$ cat src/rtl/wb_common_pkg.sv
// Shared Wishbone B3 definitions: cycle/burst type codes and the slave FSM state type.
package wb_common;

   localparam logic [2:0] CTI_CLASSIC = 3'b000;
   localparam logic [2:0] CTI_INC     = 3'b010;
   localparam logic [2:0] CTI_EOB     = 3'b111;

   localparam logic [1:0] BTE_LINEAR  = 2'b00;
   localparam logic [1:0] BTE_WRAP4   = 2'b01;
   localparam logic [1:0] BTE_WRAP8   = 2'b10;
   localparam logic [1:0] BTE_WRAP16  = 2'b11;

   typedef enum logic [0:0] {
      ST_IDLE  = 1'b0,
      ST_BURST = 1'b1
   } wb_state_e;

endpackage

$ cat src/rtl/wb_burst_next_addr.sv
// Next word address of a Wishbone incrementing burst (linear or wrap4/8/16), combinational.
module wb_burst_next_addr
   import wb_common::*;
#(
   parameter int AW = 8
)(
   input  logic [AW-1:0] i_word,
   input  logic [1:0]    i_bte,
   output logic [AW-1:0] o_word
);

   // Wrapping modes only touch the low bits so the burst stays inside its aligned block
   always_comb begin
      o_word = i_word;
      case (i_bte)
         BTE_LINEAR: o_word = i_word + AW'(1);
         BTE_WRAP4:  o_word[1:0] = i_word[1:0] + 2'd1;
         BTE_WRAP8:  o_word[2:0] = i_word[2:0] + 3'd1;
         BTE_WRAP16: o_word[3:0] = i_word[3:0] + 4'd1;
         default:    o_word = i_word + AW'(1);
      endcase
   end

endmodule

$ cat src/rtl/wb_ram_wb_ctrl.sv
// Wishbone B3 slave front-end for a dual-address RAM with registered (1-cycle) read data.
// Bursts pre-fetch the next address so reads after the first beat need no wait state.
module wb_ram_wb_ctrl
   import wb_common::*;
#(
   parameter int depth = 256,
   parameter int aw    = 32
)(
   input  logic                     wb_clk_i,
   input  logic                     wb_rst_i,
   input  logic [aw-1:0]            wb_adr_i,
   input  logic [31:0]              wb_dat_i,
   input  logic [3:0]               wb_sel_i,
   input  logic                     wb_we_i,
   input  logic                     wb_cyc_i,
   input  logic                     wb_stb_i,
   input  logic [2:0]               wb_cti_i,
   input  logic [1:0]               wb_bte_i,
   output logic [31:0]              wb_dat_o,
   output logic                     wb_ack_o,
   output logic                     wb_err_o,
   output logic                     wb_rty_o,
   output logic [3:0]               ram_we_o,
   output logic [31:0]              ram_din_o,
   output logic [$clog2(depth)-1:0] ram_waddr_o,
   output logic [$clog2(depth)-1:0] ram_raddr_o,
   input  logic [31:0]              ram_dout_i
);

   localparam int AW = $clog2(depth);

   logic [AW-1:0] w_word;
   logic [AW-1:0] w_next;
   logic          w_oor;
   logic          w_valid;
   logic          w_inc;
   logic          w_unused_lsb;

   logic          r_ack;
   logic          r_err;
   wb_state_e     r_state;
   logic          w_ack_nxt;
   logic          w_err_nxt;
   wb_state_e     w_state_nxt;

   assign w_word       = wb_adr_i[AW+1:2];
   assign w_oor        = |wb_adr_i[aw-1:AW+2];
   assign w_valid      = wb_cyc_i & wb_stb_i;
   assign w_inc        = (wb_cti_i == CTI_INC);
   assign w_unused_lsb = ^wb_adr_i[1:0];

   wb_burst_next_addr #(.AW(AW)) u_next_addr (
      .i_word (w_word),
      .i_bte  (wb_bte_i),
      .o_word (w_next)
   );

   // Ack/err/state next-state; a zero-wait beat is only granted inside a burst started with an ack
   always_comb begin
      w_ack_nxt   = 1'b0;
      w_err_nxt   = 1'b0;
      w_state_nxt = ST_IDLE;
      if (!w_valid) begin
         w_state_nxt = ST_IDLE;
      end else if (r_err) begin
         w_err_nxt = 1'b0;
      end else if (r_ack) begin
         if (w_inc && (r_state == ST_BURST)) begin
            w_ack_nxt   = 1'b1;
            w_state_nxt = ST_BURST;
         end else begin
            w_ack_nxt   = 1'b0;
         end
      end else if (w_oor) begin
         w_err_nxt = 1'b1;
      end else begin
         w_ack_nxt   = 1'b1;
         w_state_nxt = w_inc ? ST_BURST : ST_IDLE;
      end
   end

   // Handshake state register
   always_ff @(posedge wb_clk_i or posedge wb_rst_i) begin
      if (wb_rst_i) begin
         r_ack   <= 1'b0;
         r_err   <= 1'b0;
         r_state <= ST_IDLE;
      end else begin
         r_ack   <= w_ack_nxt;
         r_err   <= w_err_nxt;
         r_state <= w_state_nxt;
      end
   end

   // RAM controls: one write per acked beat, read address runs one beat ahead during bursts
   always_comb begin
      ram_we_o    = 4'b0000;
      ram_raddr_o = w_word;
      if (w_valid && wb_we_i && r_ack && !wb_rst_i) begin
         ram_we_o = wb_sel_i;
      end else begin
         ram_we_o = 4'b0000;
      end
      if (r_ack && w_inc) begin
         ram_raddr_o = w_next;
      end else begin
         ram_raddr_o = w_word;
      end
   end

   assign ram_din_o   = wb_dat_i;
   assign ram_waddr_o = w_word;
   assign wb_dat_o    = ram_dout_i;
   assign wb_ack_o    = r_ack;
   assign wb_err_o    = r_err;
   assign wb_rty_o    = 1'b0;

endmodule

$ cat config.mk
export PLATFORM = sky130hd
export DESIGN_NAME = wb_ram_wb_ctrl
export DESIGN_NICKNAME = d
export VERILOG_FILES = /design/src/rtl/wb_common_pkg.sv /design/src/rtl/wb_burst_next_addr.sv /design/src/rtl/wb_ram_wb_ctrl.sv
export SDC_FILE = /design/constraint.sdc
export NUM_CORES = 1
export LEC_CHECK = 0
export BUFFER_PORTS_ARGS = -buffer_cell sky130_fd_sc_hd__buf_4
export CORE_AREA = 4 4 74 76
export DETAILED_ROUTE_END_ITERATION = 6
export DIE_AREA = 0 0 78 80
export PLACE_DENSITY = 0.73
export RECOVER_POWER = 50
export SLEW_MARGIN = 40
export SYNTH_ARGS = -nofsm -noshare
export SYNTH_HDL_FRONTEND = slang
export SYNTH_SLANG_ARGS = --single-unit
$ cat constraint.sdc
create_clock -name wb_clk_i -period 1.5 [get_ports wb_clk_i]
set_input_delay 0.3 -clock wb_clk_i [delete_from_list [all_inputs] [get_ports wb_clk_i]]
set_output_delay 0.3 -clock wb_clk_i [all_outputs]
set_load 0.03 [all_outputs]
======== After elaboration in Yosys (flattened, before gate mapping) ========
Cells that the tools add are included.
cells by class
  $add $sub $neg .......................... 4
  multipliers ............................. 0
  divide/modulo/power cells ............... 0
  order comparisons ....................... 0
  equal/unequal tests ..................... 4
  shifts and indexed selects .............. 0
  muxes and demuxes ....................... 20
  bitwise gates (word level) .............. 1
  reduce and logical (&&, ||, !) cells .... 8
operators by type and width
  cell                                                              number
  22-bit OR reduction                                               1
  1-bit 2-to-1 mux                                                  14
  8-bit by 1-bit adder with 8-bit output (second input constant)    1
  4-bit 2-to-1 mux                                                  2
  8-bit 2-to-1 mux                                                  1
  2-bit case mux with 4 select lines                                1
  1-bit logical AND                                                 5
  4-bit by 1-bit adder with 4-bit output (second input constant)    1
  2-bit == test (second input constant)                             2
  3-bit by 1-bit adder with 3-bit output (second input constant)    1
  3-bit by 2-bit == test with 1-bit output (second input constant)  1
  1-bit case mux with 3 select lines                                1
  2-bit by 1-bit adder with 2-bit output (second input constant)    1
  2-bit by 1-bit == test with 1-bit output (second input constant)  1
  2-bit zero test                                                   1
  1-bit case mux with 2 select lines                                1
  1-bit bitwise AND                                                 1
  1-bit zero test                                                   1
storage, ports and cells
  bits in registers ....................... 3
  latch bits .............................. 0
  bits in writable memories ............... 0
  bits in read-only memories .............. 0
  input bits .............................. 110
  output and inout bits ................... 87
  word-level logic and storage cells ...... 40
  memories kept ........................... 0

======== Longest topological paths before layout ========
Gate-level depths: netlist (run 1).
  depth after elaboration ................. 6
  gate-level depth with buffers ........... 6
  mapped depth without buffers ............ 6

======== Modules after synthesis ========
A second synthesis (run 1) with hierarchy kept.
unflattened totals
  cells, all modules ...................... 143
  area total of the unflattened synthesis .. 1117.3 um2
by module, submodules not included
  module              instances  cells an instance  area each (um2)  sequential area each (um2)
  wb_ram_wb_ctrl      1          110                884.6            75.1
  wb_burst_next_addr  1          33                 232.7            0.0

======== Worst setup path after synthesis (run 1) ========
No wires, ideal clock.
  kind .................................... flip-flop to output port
  start point ............................. register r_ack, in the netlist wb_ack_o
  end point ............................... output port ram_raddr_o[6]
  arrival time ............................ 1.704 ns
  data required time ...................... 1.200 ns
  setup slack ............................. -0.504 ns
  cell stages (with the launch flop) ...... 6
  path buffers ............................ 1
  cells stage by stage .................... dfrtp_1 nand4bb_1 buf_6 nor3_4 nand3_1 xnor2_1
on the way
  cells in the longest elaborated chain, start to end .. 2
ends and longest elaborated chain
  what                      line                   source
  start: declaration        wb_ram_wb_ctrl.sv:39   logic r_ack;
  start signal: assignment  wb_ram_wb_ctrl.sv:89   r_ack <= w_ack_nxt;
  1-bit logical AND         wb_ram_wb_ctrl.sv:104  if (r_ack && w_inc) begin
  8-bit 2-to-1 mux          wb_ram_wb_ctrl.sv:104
  end: declaration          wb_ram_wb_ctrl.sv:26   output logic [$clog2(depth)-1:0] ram_raddr_o,
No other way between the ends.

======== Worst setup path after layout (run 1) ========
  start point ............................. register r_ack, in the netlist wb_ack_o
  end point ............................... output port ram_raddr_o[2]
The elaborated chain is that of the path after synthesis.

==> flow_metrics.env, run 1 <==
export IMPL_status="complete, but fails checks"
export IMPL_failed_checks="setup timing"
export IMPL_grt_pass1_vias=956
export IMPL_top_level_ports=197
export IMPL_port_buffers=65
export IMPL_synth_cell_types=28
export IMPL_grt_max_degree=8
export IMPL_rsz0062_at_grt="true"
export IMPL_dpl_hpwl_um=2450
export IMPL_start_kind="flip-flop"
export IMPL_endpoint_kind="output pin"
export IMPL_die_x_um=78
export IMPL_syn_to_final_growth_pct=32.0
export IMPL_core_area_mm2=0.00472
export IMPL_fin_tns_setup_ns=-1.43
export IMPL_wl_per_cell_um=13.0
export IMPL_fin_ws_ns=-0.222
export IMPL_syn_inst=136
export IMPL_overflow=0
export IMPL_seq_area_frac_synth_pct=7.02
export IMPL_viasPerCell=4.14
export IMPL_ir_worst_vdd_mv=0.317
export IMPL_grt_use_total_pct=8.67
export IMPL_hold_depth=3
export IMPL_ant_nets=0
export IMPL_initial_core_util_pct=22.6
export IMPL_cts_root_buf="clkbuf_8"
export IMPL_drt_initial_drc_count=6
export IMPL_cts_max_level=1
export IMPL_r2r_setup_slack_ns=0.39
export IMPL_cp_arrival_ns=1.42
export IMPL_grt_pass1_wl_um=4400
export IMPL_dr_pass1_iters=4
export IMPL_final_common_cell="buf_4"
export IMPL_synth_fp_nets=251
export IMPL_vias=890
export IMPL_clk_insertion_delay_late_ns=0.22
export IMPL_worstPathMaxFanout=7
export IMPL_finalCriticalPeriod_ns=1.72
export IMPL_antenna_found_initial=0
export IMPL_cp_cell_sequence="nand4bb_1 -> buf_6 -> nor2_2 -> buf_4 -> a22o_2 -> buf_6"
export IMPL_insertedDiodeCount=0
export IMPL_drive_above_1_share_pct=73.0
export IMPL_required_ns=1.20
export IMPL_netlist_area_mm2=0.00107
export IMPL_dieArea_mm2=0.00624
export IMPL_num_rows=25
export IMPL_max_stage_delay_ns=0.39
export IMPL_fin_crit_sh_pct=115
export IMPL_synth_area_per_cell_um2=7.87
export IMPL_gp_congestion=0.673
export IMPL_cpMaxStageDelayCell="dfrtp_2"
export IMPL_fp_dieH_um=80
export IMPL_powerDensity_mw_per_mm2=436
export IMPL_cap_violations=0
export IMPL_cts_buffers=3
export IMPL_place_area_mm2=0.00127
export IMPL_fin_nets=264
export IMPL_path_class="flip-flop to output pin"
export IMPL_final_area_mm2=0.00141
export IMPL_multi_input_area_um2=529
export IMPL_cts_sinks=3
export IMPL_nFillCells=504
export IMPL_seq_area_um2=76.3
export IMPL_crit_top_cell="buf_6"
export IMPL_drc=0
export IMPL_hold_path_class="input port to flip-flop"
export IMPL_cts_tree="built"
export IMPL_layout_common_cells="buf_4 (69), buf_6 (12), nor4_1 (6)"
export IMPL_fmax_ghz=0.581
export IMPL_setup_violations=9
export IMPL_ff2ff_path_depth=4
export IMPL_yosys_warnings=0
export IMPL_report_final_hold_viol_count=0
export IMPL_wl_um=2790
export IMPL_post_cts_setup_buffers=0
export IMPL_skew_ns=0.00113
export IMPL_drv_slew=0
export IMPL_total_leakage_power_nw=0.697
export IMPL_cts_clk_slew_worst_paths_ns=0.03
export IMPL_ys_ff_latch=3
export IMPL_cts_max_path_buffers=2
==> kinds of logic after synthesis <==
kind of cell / count (synthesis) / synth area share, %
AOI/OAI and AO/OA: 7 / 5.03
xor gates and xnor gates: 5 / 4.09
adders and majority gates: 5 / 5.85
buffers and inverters: 78 / 53.7
DFF: 3 / 7.02
muxes: 1 / 1.05
other: 1 / 0.351
and+or+nand+nor: 36 / 22.9
==> worst max-delay path, delay by kind of cell (launching register included) <==
family / cells / cell delay (ns)
AO/OA/AOI/OAI: 1 / 0.23
buffers and inverters: 3 / 0.43
flip-flops: 1 / 0.39
AND/OR/NAND/NOR: 2 / 0.17
==> per-layer routing <==
metal  GRT usage, %  share of wire (%)
met5              0                  0
met4           5.24                4.7
met3           5.42                 15
met2           12.8                 46
met1           9.35                 35
==> synthesized netlist by cell type <==
master / instances / area [um2]
nand2_1: 5 / 18.8
nand4bb_1: 1 / 11.3
nand3_2: 1 / 10.0
dfrtp_1: 3 / 75.1
nor4_4: 2 / 42.5
a31oi_1: 1 / 6.26
a22o_2: 1 / 10.0
nor3_4: 1 / 16.3
o211a_1: 1 / 10.0
xor2_1: 2 / 17.5
buf_4: 73 / 548
nand3_1: 2 / 10.0
mux2_2: 1 / 11.3
buf_6: 1 / 11.3
nor4_1: 6 / 37.5
o31ai_1: 2 / 15.0
ha_1: 5 / 62.6
inv_1: 4 / 15.0
nor3_1: 3 / 15.0
and2_1: 6 / 37.5
nor3b_1: 2 / 15.0
o21ai_0: 1 / 5.00
xnor2_1: 3 / 26.3
or3_1: 1 / 6.26
nand4_1: 1 / 6.26
o21a_1: 1 / 7.51
nor2_1: 5 / 18.8
conb_1: 1 / 3.75
==> report_power, final <==
part / total, mW / leakage, nW / internal, mW / switching (mW)
clock: 0.235 / 0.0228 / 0.181 / 0.0541
sequential: 0.0843 / 0.0394 / 0.0830 / 0.00135
combinational: 0.296 / 0.635 / 0.159 / 0.137
==> flip-flops by register name (all words and copies together) (netlist names) <==
signal    cells
wb_err_o      1
r_state       1
wb_ack_o      1
==> path summary, 6_finish.rpt <==
check                                  from             end
worst max-delay path               wb_ack_o  ram_raddr_o[2]
worst min-delay path            wb_cti_i[2]         r_state
worst max register to register     wb_ack_o        wb_ack_o
worst min register to register     wb_err_o        wb_err_o
max in group asynchronous          wb_rst_i        wb_ack_o
min in group asynchronous          wb_rst_i        wb_ack_o
==> area by class of cell <==
class | instances | share of cell area, %
Sequential cell | 3 | 5.40
Timing Repair Buffer | 82 | 46.9
Clock buffer | 4 | 3.19
Inverter | 4 | 1.06
Tap cell | 67 | 5.93
Multi-Input combinational cell | 55 | 37.5
==> stage by stage <==
| step | hold slack [ns] | utilization (%) | total power, mW | setup slack (ns) | instances |
|---|---|---|---|---|---|
| final | 0.377 | 29.9 | 0.616 | -0.222 | 215 |
| after floorplan | 0.0536 | - | 0.529 | -0.156 | 136 |
| after global routing | 0.387 | 29.9 | 0.657 | -0.318 | 215 |
| after CTS | 0.384 | 29.6 | 0.620 | -0.256 | 215 |
| after detailed placement | 0.198 | 26.8 | 0.363 | -0.271 | 210 |
| after global placement | 0.192 | 26.8 | 0.359 | -0.258 | 210 |
==> timing repair <==
action | 4_1_cts | 5_1_grt
hold buffers | 1 | 0
endpoints found under the hold margin | 3 | 0
endpoints found under the setup margin | 12 | 12
gates resized for setup | 17 | 6
pin swaps | 8 | 3
Note: power is estimated with default switching activity, not from simulation.
==> run 2: changes to the inputs <==
Settings changed: SETUP_SLACK_MARGIN set to 0.2.
==> run 2 against run 1 <==
The flow still finishes with violations (setup timing). Routed wire length is 13% higher. Global-route usage up 1.0 points. Setup slack worse by 0.022 ns. Sequential share of layout area down 0.13 points. Design area grew 2.4%. Maximum frequency shrank 1.3%. Largest cell class unchanged.
==> flow_metrics.env, run 2 (synthesis results as in run 1) <==
export IMPL_status="complete, but fails checks"
export IMPL_failed_checks="setup timing"
export IMPL_grt_pass1_vias=925
export IMPL_worstPathMaxFanout=7
export IMPL_core_area_mm2=0.00472
export IMPL_antenna_found_initial=0
export IMPL_nFillCells=509
export IMPL_dpl_hpwl_um=2830
export IMPL_fin_nets=265
export IMPL_initial_core_util_pct=22.6
export IMPL_powerDensity_mw_per_mm2=424
export IMPL_dieArea_mm2=0.00624
export IMPL_wl_um=3160
export IMPL_grt_use_total_pct=9.67
export IMPL_switching_share_pct=30.6
export IMPL_clk_insertion_delay_late_ns=0.21
export IMPL_dr_wl_met3_um=581
export IMPL_overflow=0
export IMPL_syn_to_final_growth_pct=35.2
export IMPL_gp_congestion=0.731
export IMPL_skew_ns=0.000124
export IMPL_required_ns=1.20
export IMPL_m1WireLength_um=835
export IMPL_p_int_uw=426
export IMPL_cts_buffers=3
export IMPL_vias=898
export IMPL_topRoutingLayerUsed="met4"
export IMPL_fin_crit_sh_pct=116
export IMPL_report_final_hold_viol_count=0
export IMPL_setup_violations=12
export IMPL_cap_violations=0
export IMPL_top_level_ports=197
export IMPL_cts_max_path_buffers=2
export IMPL_wl_per_cell_um=14.6
export IMPL_drc=0
export IMPL_combPwrFrac_pct=49.3
export IMPL_power_frac_clock_pct=37.0
export IMPL_dr_pass1_iters=4
export IMPL_cts_sinks=3
export IMPL_die_x_um=78
export IMPL_endpoint_kind="output pin"
export IMPL_grt_max_degree=8
export IMPL_ir_worst_vdd_mv=0.314
export IMPL_insertedDiodeCount=0
export IMPL_rsz0062_at_grt="true"
export IMPL_grt_pass1_wl_um=4690
export IMPL_drt_initial_drc_count=6
export IMPL_cts_clk_slew_worst_paths_ns=0.03
export IMPL_cts_max_level=1
export IMPL_drv_slew=0
export IMPL_fp_dieH_um=80
export IMPL_layout_common_cells="buf_4 (69), buf_6 (13), nor4_1 (6)"
export IMPL_wl_met2_um=1660
export IMPL_fin_ws_ns=-0.244
export IMPL_hold_path_class="input port to flip-flop"
export IMPL_seqPwrFrac_pct=13.7
export IMPL_path_class="flip-flop to output pin"
export IMPL_p_sw_uw=188
export IMPL_start_kind="flip-flop"
export IMPL_drive_above_1_share_pct=75.2
export IMPL_p_total_uw=613
export IMPL_fin_hold_ws_ns=0.391
export IMPL_cp_arrival_ns=1.44
export IMPL_total_leakage_power_nw=0.719
export IMPL_fmax_ghz=0.573
export IMPL_port_buffers=65
export IMPL_ant_nets=0
export IMPL_cts_root_buf="clkbuf_8"
export IMPL_num_rows=25
export IMPL_dp_slack_ns=-0.292
export IMPL_final_common_cell="buf_4"
export IMPL_cts_tree="built"
export IMPL_finalCriticalPeriod_ns=1.74
export IMPL_viasPerCell=4.16
run 2: changes by cell type in the layout (fill, tap and decap cells not counted), sizes merged:
| cell | delta |
|---|---|
| buf | +1 |
run 2: path summary, 6_finish.rpt:
check                       startpoint        endpoint  slack, ns  depth (start not counted)
setup reg to reg              wb_ack_o        wb_ack_o       0.38                          4
hold reg to reg               wb_err_o        wb_err_o       0.46                          1
setup / recovery              wb_ack_o  ram_raddr_o[1]      -0.24                          5
min in group asynchronous     wb_rst_i        wb_err_o       0.54                          3
hold / removal             wb_cti_i[0]         r_state       0.39                          3
max in group asynchronous     wb_rst_i        wb_ack_o       0.81                          3
run 2: layout make-up:
cell class	instances	area (um2)	share of cell area, %
multi-input combinational	55	552	38.1
clock buffer	4	45.0	3.11
tap	67	83.8	5.80
timing repair buffer	83	674	46.6
inverter	4	15.0	1.04
sequential	3	76.3	5.28
run 2: stage by stage:
| step | std cells | TNS [ns] | area (um2) | utilization [%] |
|---|---|---|---|---|
| final | 216 | -1.61 | 1450 | 30.6 |
| after global routing | 216 | -2.63 | 1450 | 30.6 |
| after CTS | 216 | -2.07 | 1420 | 30.1 |
| after detailed placement | 210 | -1.53 | 1280 | 27.1 |
| after global placement | 210 | -1.41 | 1280 | 27.1 |
| after floorplan | 136 | -0.768 | 1150 | - |
run 2: repair_timing:
| action | in CTS | in global routing |
|---|---|---|
| hold buffers | 1 | 0 |
| pin swaps | 6 | 5 |
| gates resized for setup | 18 | 6 |
| buffers inserted | 1 | 0 |
| endpoints found under the setup margin | 12 | 14 |
| endpoints found under the hold margin | 3 | 0 |
run 2: metal layers:
layer,GRT usage (%),up-vias
li1,-,400
met1,7.47,392
met2,17.0,94
met3,8.47,12
met4,4.20,0
met5,0,-
run 2: critical path, stage by stage, from the launching register on:
cell and delay, ns:
dfrtp_2 0.39, nand4bb_1 0.12, buf_6 0.17, buf_4 0.12
mux2_4 0.29, buf_6 0.14
run 2: power by group through the flow:
stage	registers [mW]	logic, mW	clock network, mW
finish	0.0841	0.302	0.227
global route	0.0841	0.326	0.246
CTS	0.0840	0.300	0.233
detailed placement	0.0849	0.281	0
global placement	0.0849	0.276	0
floorplan	0.0878	0.441	0
==> run 3: changes to the inputs <==
Settings changed: CORE_AREA 4 4 74 76 to 2 2 76 78, PLACE_DENSITY 0.73 to 0.67.
==> run 3 against run 2 <==
The flow still finishes with violations (setup timing). Critical endpoint is now ram_raddr_o[6]. Hold slack worse by 0.017 ns. Maximum frequency is 0.91% lower. Register-to-register slack about the same. Largest cell class unchanged. Clock-buffer cell count unchanged. First-iteration DRC count fell by 67%. Non-clock buffer count rose by 1.
==> flow_metrics.env, run 3 (synthesis results as in run 1) <==
export IMPL_grt_max_degree=7
export IMPL_setup_violations=10
export IMPL_ff2ff_path_depth=4
export IMPL_finish_utilization_pct=27.1
export IMPL_viasPerCell=3.88
export IMPL_report_final_hold_viol_count=0
export IMPL_die_x_um=78
export IMPL_dpl_hpwl_um=2230
export IMPL_cts_sinks=3
export IMPL_antenna_found_initial=0
export IMPL_dp_cells=213
export IMPL_clk_insertion_delay_late_ns=0.21
export IMPL_cp_arrival_ns=1.46
export IMPL_worstPathMaxFanout=6
export IMPL_overflow=0
export IMPL_endpoint_kind="output pin"
export IMPL_r2r_setup_slack_ns=0.39
export IMPL_cts_buffers=3
export IMPL_r2r_end="wb_ack_o"
export IMPL_fin_hold_ws_ns=0.374
export IMPL_hold_depth=3
export IMPL_hold_path_class="input port to flip-flop"
export IMPL_failed_checks="setup timing"
export IMPL_skew_ns=0.00101
export IMPL_drv_slew=0
export IMPL_r2r_start="wb_ack_o"
export IMPL_layout_common_cells="buf_4 (69), buf_6 (14), nor4_1 (6)"
export IMPL_wl_per_cell_um=11.7
export IMPL_syn_to_final_growth_pct=37.0
export IMPL_hp_start="wb_cti_i[2]"
export IMPL_initial_core_util_pct=19.8
export IMPL_holdPathEnd="r_state"
export IMPL_powerDensity_mw_per_mm2=416
export IMPL_fp_dieH_um=80
export IMPL_fin_nets=266
export IMPL_cts_max_level=1
export IMPL_fmax_ghz=0.568
export IMPL_fin_ws_ns=-0.260
export IMPL_total_leakage_power_nw=0.722
export IMPL_port_buffers=65
export IMPL_vias=861
export IMPL_dp_slack_ns=-0.303
export IMPL_required_ns=1.20
export IMPL_cts_clk_slew_worst_paths_ns=0.03
export IMPL_drive_above_1_share_pct=74.7
export IMPL_cap_violations=0
export IMPL_gp_congestion=0.725
export IMPL_cts_tree="built"
export IMPL_nFillCells=600
export IMPL_cts_root_buf="clkbuf_8"
export IMPL_core_area_mm2=0.00541
export IMPL_insertedDiodeCount=0
export IMPL_grt_pass1_wl_um=3960
export IMPL_status="complete, but fails checks"
export IMPL_grt_use_total_pct=7.96
export IMPL_cts_max_path_buffers=2
export IMPL_rsz0062_at_grt="true"
export IMPL_grt_pass1_vias=864
export IMPL_drc=0
export IMPL_ant_nets=0
export IMPL_final_common_cell="buf_4"
export IMPL_wl_um=2590
export IMPL_start_kind="flip-flop"
export IMPL_p_total_uw=610
export IMPL_fin_crit_sh_pct=117
export IMPL_finalCriticalPeriod_ns=1.76
export IMPL_drt_initial_drc_count=2
export IMPL_num_rows=27
export IMPL_path_class="flip-flop to output pin"
export IMPL_fin_cells=222
export IMPL_dr_pass1_iters=2
export IMPL_top_level_ports=197
export IMPL_ir_worst_vdd_mv=0.142
export IMPL_dieArea_mm2=0.00624
-- run 3: metal layers --
metal,GRT usage [%],routed length (um),vias up
met5,0,0,-
met4,4.91,88,0
met3,5.66,421,22
met2,12.9,1300,60
met1,7.19,784,374
li1,-,-,405
-- run 3: critical path, stage by stage (launching register included) --
cell	delay (ns)
dfrtp_2	0.34
nand4bb_1	0.12
buf_6	0.16
nor3_4	0.17
nand3_2	0.14
xnor2_4	0.16
buf_6	0.14
-- run 3: timing repair --
item / 4_1_cts / 5_1_grt
setup buffers: 3 / 1
cloned: 0 / 0
hold endpoints to repair: 3 / 0
endpoints found under the setup margin: 12 / 14
pin swaps: 5 / 3
hold buffers: 1 / 0
resized for setup: 20 / 5
-- run 3: final cells by class --
class                           count  area, um2  share of cell area (%)
Clock buffer                        4       45.0                    3.07
Inverter                            4       15.0                    1.02
Multi-Input combinational cell     55        553                    37.7
Sequential cell                     3       76.3                    5.21
Tap cell                           72       90.1                    6.15
Timing Repair Buffer               84        686                    46.8
-- run 3: report_power, final --
group	leakage [nW]	total, mW	switching (mW)	internal (mW)
Combinational	0.660	0.295	0.135	0.159
Clock	0.0228	0.231	0.0502	0.181
Sequential	0.0394	0.0840	0.00103	0.0830
-- run 3: per-stage QoR --
step,area (um2),setup TNS [ns]
3_3_place_gp,1270,-1.38
5_1_grt,1470,-2.63
3_5_place_dp,1270,-1.52
6_report,1470,-1.84
2_1_floorplan,1150,-0.768
4_1_cts,1440,-1.98
-- run 3: worst max-delay path by stage --
stage / start / endpoint / slack [ns] / cells past startpoint
2_1_floorplan: wb_ack_o / ram_raddr_o[4] / -0.16 / 4
3_3_place_gp: wb_bte_i[1] / ram_raddr_o[6] / -0.27 / 8
3_5_place_dp: wb_bte_i[1] / ram_raddr_o[6] / -0.30 / 8
4_1_cts: wb_ack_o / ram_raddr_o[6] / -0.30 / 6
5_1_grt: wb_ack_o / ram_raddr_o[7] / -0.35 / 6
6_report: wb_ack_o / ram_raddr_o[6] / -0.26 / 6
